File: config.mk
export PLATFORM = sky130hd
export DESIGN_NAME = led_pwm_ctrl_flat
export DESIGN_NICKNAME = d
export VERILOG_FILES = /design/src/rtl/led_pwm_pkg.sv /design/src/rtl/wishbone_if.sv /design/src/rtl/led_pwm_timebase.sv /design/src/rtl/led_pwm_ctrl.sv /design/src/flat_wrapper.sv
export SDC_FILE = /design/constraint.sdc
export NUM_CORES = 1
export LEC_CHECK = 0
export ABC_CLOCK_PERIOD_IN_PS = 3000
export CORE_ASPECT_RATIO = 0.75
export CORE_UTILIZATION = 40
export CTS_CLUSTER_DIAMETER = 150
export DETAILED_ROUTE_END_ITERATION = 16
export HOLD_SLACK_MARGIN = 0.15
export PLACE_DENSITY = 0.7
export SYNTH_ARGS = -nofsm -noshare
export SYNTH_HDL_FRONTEND = slang
export SYNTH_SLANG_ARGS = --single-unit
File: constraint.sdc
create_clock -name clk_i -period 3 [get_ports clk_i]
set_clock_uncertainty 0.1 [all_clocks]
set_input_delay 0.3 -clock clk_i [delete_from_list [all_inputs] [get_ports clk_i]]
set_output_delay 0.3 -clock clk_i [all_outputs]
set_load 0.05 [all_outputs]
File: src/rtl/led_pwm_pkg.sv
// Shared types, register offsets and parameter limits for the LED PWM controller.
package led_pwm_pkg;

    // Legal parameter ranges
    localparam int unsigned MinNumLeds = 1;
    localparam int unsigned MaxNumLeds = 16;
    localparam int unsigned MinPwmBits = 2;
    localparam int unsigned MaxPwmBits = 16;

    // Width of the PRESCALE / BLINK_HALF registers and their counters
    localparam int unsigned TimerW = 16;

    // Byte offsets within the register window (only addr[7:2] is decoded)
    localparam logic [7:0] OffMode      = 8'h00;
    localparam logic [7:0] OffPrescale  = 8'h04;
    localparam logic [7:0] OffBlinkHalf = 8'h08;
    localparam logic [7:0] OffStatus    = 8'h0C;
    localparam logic [7:0] OffDutyBase  = 8'h40;

    typedef enum logic [1:0] {
        ModeOff   = 2'b00,
        ModeOn    = 2'b01,
        ModePwm   = 2'b10,
        ModeBlink = 2'b11
    } led_mode_e;

    // Next LED level for one channel given its mode and the shared timing state
    function automatic logic led_next(input led_mode_e mode, input logic level,
                                      input logic phase);
        logic led;
        case (mode)
            ModeOff:   led = 1'b0;
            ModeOn:    led = 1'b1;
            ModePwm:   led = level;
            ModeBlink: led = level & phase;
            default:   led = 1'b0;
        endcase
        return led;
    endfunction

endpackage

File: src/rtl/wishbone_if.sv
// 32-bit Wishbone classic bus bundle with master and slave views.
interface wishbone_if;
    logic        cyc;
    logic        stb;
    logic        we;
    logic [31:0] addr;
    logic [31:0] wdata;
    logic [31:0] rdata;
    logic        ack;
    logic        err;
    logic        stall;
    logic        rty;

    modport MASTER (
        output cyc, stb, we, addr, wdata,
        input  rdata, ack, err, stall, rty
    );

    modport SLAVE (
        input  cyc, stb, we, addr, wdata,
        output rdata, ack, err, stall, rty
    );
endinterface

File: src/rtl/led_pwm_timebase.sv
// Shared timebase: prescaler tick, PWM counter, period boundary and blink phase.
module led_pwm_timebase
    import led_pwm_pkg::*;
#(
    parameter int unsigned PWM_BITS = 8
) (
    input  logic                clk_i,
    input  logic                rstn_i,
    input  logic [TimerW-1:0]   i_prescale,
    input  logic [TimerW-1:0]   i_blink_half,
    input  logic                i_clr_pwm,
    input  logic                i_clr_blink,
    output logic [PWM_BITS-1:0] o_pwm_cnt,
    output logic                o_boundary,
    output logic                o_blink_phase
);

    logic [TimerW-1:0]   r_pre_cnt;
    logic [PWM_BITS-1:0] r_pwm_cnt;
    logic [TimerW-1:0]   r_blink_cnt;
    logic                r_blink_phase;

    logic w_tick;
    logic w_boundary;

    assign w_tick = (r_pre_cnt == i_prescale);
    // A counter clear is not a wrap, so it never produces a boundary
    assign w_boundary = w_tick && (r_pwm_cnt == '1) && !i_clr_pwm;

    // Prescaler and PWM counter; a PRESCALE write restarts both
    always_ff @(posedge clk_i or negedge rstn_i) begin
        if (!rstn_i) begin
            r_pre_cnt <= '0;
            r_pwm_cnt <= '0;
        end else if (i_clr_pwm) begin
            r_pre_cnt <= '0;
            r_pwm_cnt <= '0;
        end else if (w_tick) begin
            r_pre_cnt <= '0;
            r_pwm_cnt <= r_pwm_cnt + PWM_BITS'(1);
        end else begin
            r_pre_cnt <= r_pre_cnt + TimerW'(1);
        end
    end

    // Blink counter counts period boundaries and flips the phase every BLINK_HALF+1 of them
    always_ff @(posedge clk_i or negedge rstn_i) begin
        if (!rstn_i) begin
            r_blink_cnt   <= '0;
            r_blink_phase <= 1'b0;
        end else if (i_clr_blink) begin
            r_blink_cnt <= '0;
        end else if (w_boundary) begin
            if (r_blink_cnt == i_blink_half) begin
                r_blink_cnt   <= '0;
                r_blink_phase <= ~r_blink_phase;
            end else begin
                r_blink_cnt <= r_blink_cnt + TimerW'(1);
            end
        end
    end

    assign o_pwm_cnt     = r_pwm_cnt;
    assign o_boundary    = w_boundary;
    assign o_blink_phase = r_blink_phase;

endmodule

File: src/rtl/led_pwm_ctrl.sv
// Multi-channel LED driver (off/on/PWM/blink) with a Wishbone register interface.
module led_pwm_ctrl
    import led_pwm_pkg::*;
#(
    parameter int unsigned NUM_LEDS = 8,
    parameter int unsigned PWM_BITS = 8
) (
    input  logic                clk_i,
    input  logic                rstn_i,
    wishbone_if.SLAVE           wb_if,
    output logic [NUM_LEDS-1:0] led_o
);

    localparam int unsigned ModeW = 2 * NUM_LEDS;

    if (NUM_LEDS < MinNumLeds || NUM_LEDS > MaxNumLeds) begin : gen_bad_num_leds
        $error("led_pwm_ctrl: NUM_LEDS out of range");
    end
    if (PWM_BITS < MinPwmBits || PWM_BITS > MaxPwmBits) begin : gen_bad_pwm_bits
        $error("led_pwm_ctrl: PWM_BITS out of range");
    end

    // Registers
    logic [ModeW-1:0]    r_mode;
    logic [TimerW-1:0]   r_prescale;
    logic [TimerW-1:0]   r_blink_half;
    logic [PWM_BITS-1:0] r_duty_shadow [NUM_LEDS];
    logic [PWM_BITS-1:0] r_duty_active [NUM_LEDS];
    logic [NUM_LEDS-1:0] r_led;
    logic                r_ack;
    logic                r_err;
    logic [31:0]         r_rdata;

    // Decode and datapath wires
    logic                w_req;
    logic                w_wr;
    logic [5:0]          w_word;
    logic [5:0]          w_duty_off;
    logic                w_sel_mode;
    logic                w_sel_prescale;
    logic                w_sel_blink;
    logic                w_sel_status;
    logic                w_sel_duty;
    logic                w_mapped;
    logic                w_wr_prescale;
    logic                w_wr_blink;
    logic [NUM_LEDS-1:0] w_duty_we;
    logic [31:0]         w_rdata;
    logic [NUM_LEDS-1:0] w_level;
    logic [NUM_LEDS-1:0] w_led_d;
    logic [PWM_BITS-1:0] w_pwm_cnt;
    logic                w_boundary;
    logic                w_blink_phase;
    logic                w_unused;

    assign w_req  = wb_if.cyc & wb_if.stb;
    assign w_wr   = w_req & wb_if.we;
    assign w_word = wb_if.addr[7:2];

    assign w_sel_mode     = (w_word == OffMode[7:2]);
    assign w_sel_prescale = (w_word == OffPrescale[7:2]);
    assign w_sel_blink    = (w_word == OffBlinkHalf[7:2]);
    assign w_sel_status   = (w_word == OffStatus[7:2]);
    assign w_duty_off     = w_word - OffDutyBase[7:2];
    // Duty slots beyond the instantiated channels are unmapped
    assign w_sel_duty     = (w_word >= OffDutyBase[7:2]) && (w_duty_off < 6'(NUM_LEDS));
    assign w_mapped       = w_sel_mode | w_sel_prescale | w_sel_blink | w_sel_status | w_sel_duty;

    assign w_wr_prescale = w_wr & w_sel_prescale;
    assign w_wr_blink    = w_wr & w_sel_blink;

    // Per-channel duty write strobes
    always_comb begin
        w_duty_we = '0;
        for (int i = 0; i < NUM_LEDS; i++) begin
            w_duty_we[i] = w_wr & w_sel_duty & (w_duty_off == 6'(i));
        end
    end

    // Read mux, zero-extended; unmapped offsets read 0
    always_comb begin
        w_rdata = '0;
        if (w_sel_mode) begin
            w_rdata = 32'(r_mode);
        end else if (w_sel_prescale) begin
            w_rdata = 32'(r_prescale);
        end else if (w_sel_blink) begin
            w_rdata = 32'(r_blink_half);
        end else if (w_sel_status) begin
            w_rdata = 32'(r_led);
        end else if (w_sel_duty) begin
            for (int i = 0; i < NUM_LEDS; i++) begin
                if (w_duty_off == 6'(i)) begin
                    w_rdata = 32'(r_duty_shadow[i]);
                end
            end
        end
    end

    // Single-cycle registered response; reset drops any request in flight
    always_ff @(posedge clk_i or negedge rstn_i) begin
        if (!rstn_i) begin
            r_ack   <= 1'b0;
            r_err   <= 1'b0;
            r_rdata <= '0;
        end else begin
            r_ack   <= w_req & w_mapped;
            r_err   <= w_req & ~w_mapped;
            r_rdata <= (w_req & ~wb_if.we) ? w_rdata : '0;
        end
    end

    // Control registers
    always_ff @(posedge clk_i or negedge rstn_i) begin
        if (!rstn_i) begin
            r_mode       <= '0;
            r_prescale   <= '0;
            r_blink_half <= '0;
        end else if (w_wr) begin
            if (w_sel_mode)     r_mode       <= wb_if.wdata[ModeW-1:0];
            if (w_sel_prescale) r_prescale   <= wb_if.wdata[TimerW-1:0];
            if (w_sel_blink)    r_blink_half <= wb_if.wdata[TimerW-1:0];
        end
    end

    // Shadow duties take bus writes at any time
    always_ff @(posedge clk_i or negedge rstn_i) begin
        if (!rstn_i) begin
            for (int i = 0; i < NUM_LEDS; i++) r_duty_shadow[i] <= '0;
        end else begin
            for (int i = 0; i < NUM_LEDS; i++) begin
                if (w_duty_we[i]) r_duty_shadow[i] <= wb_if.wdata[PWM_BITS-1:0];
            end
        end
    end

    // Active duties follow the shadows only on a period boundary (pre-write shadow value)
    always_ff @(posedge clk_i or negedge rstn_i) begin
        if (!rstn_i) begin
            for (int i = 0; i < NUM_LEDS; i++) r_duty_active[i] <= '0;
        end else if (w_boundary) begin
            for (int i = 0; i < NUM_LEDS; i++) r_duty_active[i] <= r_duty_shadow[i];
        end
    end

    led_pwm_timebase #(
        .PWM_BITS (PWM_BITS)
    ) u_timebase (
        .clk_i         (clk_i),
        .rstn_i        (rstn_i),
        .i_prescale    (r_prescale),
        .i_blink_half  (r_blink_half),
        .i_clr_pwm     (w_wr_prescale),
        .i_clr_blink   (w_wr_blink),
        .o_pwm_cnt     (w_pwm_cnt),
        .o_boundary    (w_boundary),
        .o_blink_phase (w_blink_phase)
    );

    // Next LED levels from mode, PWM comparison and blink phase
    always_comb begin
        w_level = '0;
        w_led_d = '0;
        for (int i = 0; i < NUM_LEDS; i++) begin
            w_level[i] = (w_pwm_cnt < r_duty_active[i]);
            w_led_d[i] = led_next(led_mode_e'(r_mode[2*i +: 2]), w_level[i], w_blink_phase);
        end
    end

    // Registered LED drive
    always_ff @(posedge clk_i or negedge rstn_i) begin
        if (!rstn_i) begin
            r_led <= '0;
        end else begin
            r_led <= w_led_d;
        end
    end

    assign led_o       = r_led;
    assign wb_if.ack   = r_ack;
    assign wb_if.err   = r_err;
    assign wb_if.rdata = r_rdata;
    assign wb_if.stall = 1'b0;
    assign wb_if.rty   = 1'b0;

    assign w_unused = ^{wb_if.addr[31:8], wb_if.addr[1:0], wb_if.wdata};

endmodule
File: src/flat_wrapper.sv
// flat-port wrapper written by rule: the top's interface ports become plain ports
module led_pwm_ctrl_flat import led_pwm_pkg::*;
#(
    parameter int unsigned NUM_LEDS = 8,
    parameter int unsigned PWM_BITS = 8
)
  (clk_i, rstn_i, led_o, wb_if_cyc, wb_if_stb, wb_if_we, wb_if_addr, wb_if_wdata, wb_if_rdata, wb_if_ack, wb_if_err, wb_if_stall, wb_if_rty);
  wishbone_if wb_if_i ();
  input  logic clk_i;
  input  logic rstn_i;
  output logic [NUM_LEDS-1:0] led_o;
  input wire logic [$bits(wb_if_i.cyc)-1:0] wb_if_cyc;
  input wire logic [$bits(wb_if_i.stb)-1:0] wb_if_stb;
  input wire logic [$bits(wb_if_i.we)-1:0] wb_if_we;
  input wire logic [$bits(wb_if_i.addr)-1:0] wb_if_addr;
  input wire logic [$bits(wb_if_i.wdata)-1:0] wb_if_wdata;
  output wire logic [$bits(wb_if_i.rdata)-1:0] wb_if_rdata;
  output wire logic [$bits(wb_if_i.ack)-1:0] wb_if_ack;
  output wire logic [$bits(wb_if_i.err)-1:0] wb_if_err;
  output wire logic [$bits(wb_if_i.stall)-1:0] wb_if_stall;
  output wire logic [$bits(wb_if_i.rty)-1:0] wb_if_rty;
  assign wb_if_i.cyc = wb_if_cyc;
  assign wb_if_i.stb = wb_if_stb;
  assign wb_if_i.we = wb_if_we;
  assign wb_if_i.addr = wb_if_addr;
  assign wb_if_i.wdata = wb_if_wdata;
  assign wb_if_rdata = wb_if_i.rdata;
  assign wb_if_ack = wb_if_i.ack;
  assign wb_if_err = wb_if_i.err;
  assign wb_if_stall = wb_if_i.stall;
  assign wb_if_rty = wb_if_i.rty;
  led_pwm_ctrl #(.NUM_LEDS(NUM_LEDS), .PWM_BITS(PWM_BITS)) u_core (.clk_i(clk_i), .rstn_i(rstn_i), .wb_if(wb_if_i), .led_o(led_o));
endmodule
* After elaboration in Yosys (flattened, before gate mapping)
Index checks and enable logic that the tools add are counted.
** Word-level totals
- Register bits :: 259
- Input port bits :: 69
- Output and inout port bits :: 44
- Word-level logic and storage cells :: 159
** Cells by class
- Add/sub/neg operators :: 4
- $lt $le $gt $ge :: 10
- Eq/ne operators :: 37
- Multiplexer cells :: 29
- Bitwise logic cells :: 32
- Reductions and logical operators :: 20
** Operator list (number)
- 32-bit two-way mux :: 6
- 16-bit two-way mux :: 5
- 8-bit two-way mux :: 10
- 8-bit less-than comparator :: 8
- 16-bit by 1-bit adder with 16-bit output (second input constant) :: 2
- 16-bit equality test :: 2
- 2-bit equality test (second input constant) :: 16
- 1-bit one-hot mux with 4 select lines :: 8
- 1-bit bitwise AND :: 24
- 6-bit by 2-bit equality test with 1-bit output (second input constant) :: 4
- 6-bit by 3-bit equality test with 1-bit output (second input constant) :: 4
- 2-bit by 1-bit equality test with 1-bit output (second input constant) :: 8
- 2-bit logical NOT :: 8
- 6-bit by 1-bit equality test with 1-bit output (second input constant) :: 2
- 6-bit logical NOT :: 2
- 8-bit by 1-bit adder with 8-bit output (second input constant) :: 1
- 8-bit equality test (second input constant) :: 1
- 6-bit by 5-bit greater-or-equal comparator with 1-bit output (second input constant) :: 1
- 6-bit by 4-bit less-than comparator with 1-bit output (second input constant) :: 1
- 2-bit AND reduction :: 3
- 6-bit by 5-bit subtractor with 6-bit output (second input constant) :: 1
- 1-bit NOT :: 4
- 1-bit OR :: 4
- 2-bit nonzero test :: 2
- 3 further kinds :: 5

* Longest topological paths before layout
- Word-level depth :: 16
- Gate-level depth with buffers :: 10
- Depth with buffers taken out :: 7

* Modules after synthesis
A second synthesis with hierarchy kept.
** Unflattened totals
- Cells, all modules :: 1133
- Area, all modules :: 12557.0 µm²
** Modules (own cells, without submodules)
- led_pwm_ctrl :: times used 1, cells an instance 850, area an instance 9995.8 µm², seq. area each 5054.8 µm²
- led_pwm_timebase :: times used 1, cells an instance 283, area an instance 2561.2 µm², seq. area each 1026.0 µm²

* Worst setup path after synthesis
OpenSTA, ideal clock, no wires.
- Path kind :: input to register
- Start point :: in wb_if_addr[2]
- End point :: reg u_core.u_timebase.r_blink_cnt[6]
- Library setup time :: 0.078 ns
- Arrival time :: 1.988 ns
- Required time :: 2.822 ns
- Path slack :: 0.834 ns
- Cell stages on the path :: 10
- Path buffers :: 4
- Path through :: buf_6 -> nor2b_1 -> clkbuf_2 -> and3_1 -> buf_2 -> nor3_4 -> nand3b_2 -> buf_2 -> or3b_1 -> a21oi_1
** On the way
- Longest elaborated chain between the ends :: 5
- Elaborated cells between the ends (all ways) :: 8
- Classes of those cells :: 2 x eq/ne; 1 x mux; 2 x bitwise; 3 x reduce/logical
** Ends and longest elaborated chain
- from (decl) :: RTL line flat_wrapper.sv:15 : input wire logic [$bits(wb_if_i.addr)-1:0] wb_if_addr;
- 6-bit by 1-bit equality test with 1-bit output :: RTL line led_pwm_ctrl.sv:61 : assign w_sel_prescale = (w_word == OffPrescale[7:2]);
- 1-bit bitwise AND :: RTL line led_pwm_ctrl.sv:69 : assign w_wr_prescale = w_wr & w_sel_prescale;
- 1-bit logical NOT :: RTL line led_pwm_timebase.sv:28 : assign w_boundary = w_tick && (r_pwm_cnt == '1) && !i_clr_pwm;
- 1-bit logical AND :: RTL line led_pwm_timebase.sv:28
- 2-bit nonzero test (no line)
- to (signal assigned) :: RTL line led_pwm_timebase.sv:58 : r_blink_cnt <= r_blink_cnt + TimerW'(1);
- to (decl) :: RTL line led_pwm_timebase.sv:20 : logic [TimerW-1:0] r_blink_cnt;
Several ways; a longest one is shown, not always the timed one.
A chain may end at the register's enable or synchronous reset.

* Worst setup path after layout
- Start point :: reg u_core.u_timebase.r_pre_cnt[1]
- End point :: reg u_core.u_timebase.r_blink_cnt[5]
** On the way
- Longest elaborated chain between the ends :: 4
** Ends and longest elaborated chain
- from (decl) :: RTL line led_pwm_timebase.sv:18 : logic [TimerW-1:0] r_pre_cnt;
- from (signal assigned) :: RTL line led_pwm_timebase.sv:42 : r_pre_cnt <= r_pre_cnt + TimerW'(1);
- 16-bit equality test :: RTL line led_pwm_timebase.sv:26 : assign w_tick = (r_pre_cnt == i_prescale);
- 1-bit logical AND (2 in a row) :: RTL line led_pwm_timebase.sv:28
- 2-bit nonzero test (no line)
No other way between the ends.

==> metrics <==
CTS tree=done; Die Ht=approximately 150 µm; pin count of the biggest net entering global routing=84; VDD IR-drop max=0.408 mV; setup TNS=0 ns; RSZ-0062 raised after global routing=no; htree depth=1; drc violations=0; Vias=8757; Slew HR=46.7%; final net count=1298; io pins=about 110; layout cells sized above 1=between 20% and 30%; clock tree buffer depth=3; Leak=~6.6 nW; status=finished, final reports clean; final setup fails=0; WP data required=~3.4 ns; switching pwr=about 2.6 mW; commonest non-fill, non-tap cells in the layout=243 x dfrtp_1, 159 x mux2_2, 74 x nand2_1, 73 x inv_1, 72 x a21oi_1; Critical Path Start Type=flop; CP arrival=between 2 and 3 ns; crit share post-route=between 80% and 90%; Internal=approximately 5.8 mW; number of distinct library cells after synthesis=52; Max Freq=about 0.4 GHz; Critical Setup Path Class=reg2reg; initial antenna violation count=0; Final Hold Viols=0; Synth Instances=around 1100; CP Max Fanout=15; Cell Area, Synth=~12000 µm²; remaining global-route overflow=0; CP max stage delay=0.57 ns; reg-to-reg startpoint=u_core.u_timebase.r_pre_cnt[1]; DIE AREA=between 30000 and 40000 µm²; half-perimeter wire length after placement=around 23000 µm; Async SR Flop Fraction=100%; DRT Wirelength=31800 µm; Final Max Slew Viols=0; Antenna diodes=0; WHS=0.254 ns; total global routing track utilization=between 20% and 30%; combinational share of power=between 20% and 30%; Resize count post-CTS=0; Initial Utilization=between 40 and 50%; cells along the critical path=xnor2_1 -> nand4_1 -> nor4_2 -> buf_4 -> nand3b_2 -> or4_1 -> a21oi_1; FF-to-FF path depth=7; ANT nets after route=0; Layout area overhead=15.0%; fin crit period=around 2.6 ns; Synth Flop Type=dfrtp_1; Root Buffer=clkbuf_16; sequential power share=a little over two fifths; core area=between 30000 and 40000 µm²; routability congestion estimate=0.895; flops & latches, synth=between 200 and 250; pwr/cell area=approximately 590 nW/µm²; Setup crit end kind=flop; Worst Tran Pin Value=roughly 0.8 ns; DR pass1 iterations=6; clock network power share=35.1%; Chip Width=between 200 and 250 µm; per-cell routed wire length=just over 20 µm; Max-Cap Viols=0; vias in the first global route=8583; worst reg2reg setup slack=roughly 0.44 ns; r2r endpoint=u_core.u_timebase.r_blink_cnt[5]; Num CTS Buffers=23; register area share after synthesis=around 49%; hold crit path type=in2async; delay-heaviest family, CP=simple AND/OR/NAND/NOR gates; Port Buffers=52; Post-synth EDFFs=0; most common cell after layout, fill and taps aside=dfrtp_1; first-pass GRT wire length=49600 µm; Via density=around 5.5; initial DRC count=~840; switching portion of total power=between 30% and 40%; Yosys Warn Count=0; Clk pin slew, worst setup/hold paths=roughly 0.06 ns; total clock sinks=~240; Clock Latency Late Sink=~0.54 ns; floorplan row count=55; fill count=~2700; Mean Syn Cell Area=about 11 µm²; Critical-path top delay cell=or4_1; CP bufs+invs=1
-- per-layer routing --
layer	share of wire, %	global-route usage, %	vias to the layer above
li1	-	-	3975
met1	47	30.1	4437
met2	43	29.9	281
met3	7.4	4.76	64
met4	2.8	5.54	0
met5	0	0	-
-- state kept, by name (all words and copies together), names as in the netlist --
| register | flops |
|---|---|
| u_core.r_prescale | 16 |
| u_core.u_timebase.r_blink_cnt | 16 |
| u_core.r_duty_active | 64 |
| u_core.r_blink_half | 16 |
| u_core.r_duty_shadow | 64 |
| u_core.r_mode | 16 |
| u_core.u_timebase.o_pwm_cnt | 8 |
| u_core.wb_if.ack | 1 |
| u_core.wb_if.rdata | 16 |
| u_core.led_o | 8 |
| u_core.u_timebase.o_blink_phase | 1 |
| u_core.u_timebase.r_pre_cnt | 16 |
| u_core.wb_if.err | 1 |
-- worst max-delay path by stage --
stage                                               from                                to  slack, ns  depth (start not counted)
after floorplan                            wb_if_addr[2]  u_core.u_timebase.r_blink_cnt[6]       0.83                         10
after global placement                     wb_if_addr[5]  u_core.u_timebase.r_blink_cnt[5]       0.21                          7
after detailed placement                   wb_if_addr[6]  u_core.u_timebase.r_blink_cnt[5]       0.18                          7
after CTS                          u_core.r_prescale[12]  u_core.u_timebase.r_blink_cnt[5]       0.46                          7
after global routing               u_core.r_prescale[13]  u_core.u_timebase.r_blink_cnt[5]       0.37                          7
final                     u_core.u_timebase.r_pre_cnt[1]  u_core.u_timebase.r_blink_cnt[5]       0.44                          7
-- power groups by stage --
stage	clock network [mW]	logic, mW	registers (mW)
final	2.94	1.80	3.63
after global routing	3.10	2.02	3.64
after CTS	2.98	1.81	3.62
after detailed placement	0	1.79	3.68
after global placement	0	1.71	3.67
after floorplan	0	1.02	3.72
-- stage by stage --
step	instances	setup WS, ns	area (µm²)	total power [mW]	util (%)
detailed placement	1543	0.178	13500	5.47	44.5
finish	1584	0.442	14300	8.37	47.0
global route	1584	0.366	14300	8.76	47.0
CTS	1584	0.461	14300	8.41	47.0
floorplan	1122	0.834	12500	4.74	-
global placement	1543	0.209	13500	5.38	44.5
-- cell type report --
class                      instances  area, µm²  area share (%)
clock buffer                      30        662            4.64
sequential                       243       6080            42.7
inverter                          73        274            1.92
timing repair buffer              91        878            6.16
multi-input combinational        738       5780            40.5
clock inverter                    10       87.6           0.614
tap                              399        499            3.50
-- cells in the mapped netlist (4+ instances only) --
library cell	count	area [µm²]
nand2_1	75	282
a221oi_1	11	96.3
nor2b_1	14	87.6
ha_1	59	738
nand3_1	21	105
o21ai_0	39	195
mux2i_1	26	260
o31ai_1	7	52.6
a21oi_1	72	360
clkbuf_1	29	109
nand4_1	16	100
nor2_1	62	233
a211oi_1	5	37.5
dfrtp_1	243	6080
nand2b_1	15	93.8
xnor2_1	39	342
inv_1	73	274
or3_1	15	93.8
buf_4	18	135
o221a_2	4	45.0
a31oi_1	5	31.3
xor2_1	9	78.8
mux4_2	8	180
a221o_1	8	80.1
and3_1	13	81.3
mux2_1	4	45.0
mux2_2	159	1790
buf_2	16	80.1
-- kinds of logic (layout without fill, tap and decap cells) --
family,after synthesis,in the layout,synth area share (%)
other,1,18,0.0302
buffers and inverters,141,204,5.05
multiplexers,197,197,18.4
adder cells (fa/ha/maj),59,59,5.95
XOR/XNOR,48,48,3.39
AO/OA/AOI/OAI,158,158,7.68
flip-flops,243,243,49.0
AND/OR/NAND/NOR,258,258,10.5
-- repair_timing --
action / in CTS / in global routing
setup endpoints to repair: 0 / 0
setup buffers: 0 / 0
hold endpoints to repair: 78 / 0
hold buffers: 1 / 0
Power figures use the tool's default switching activity.
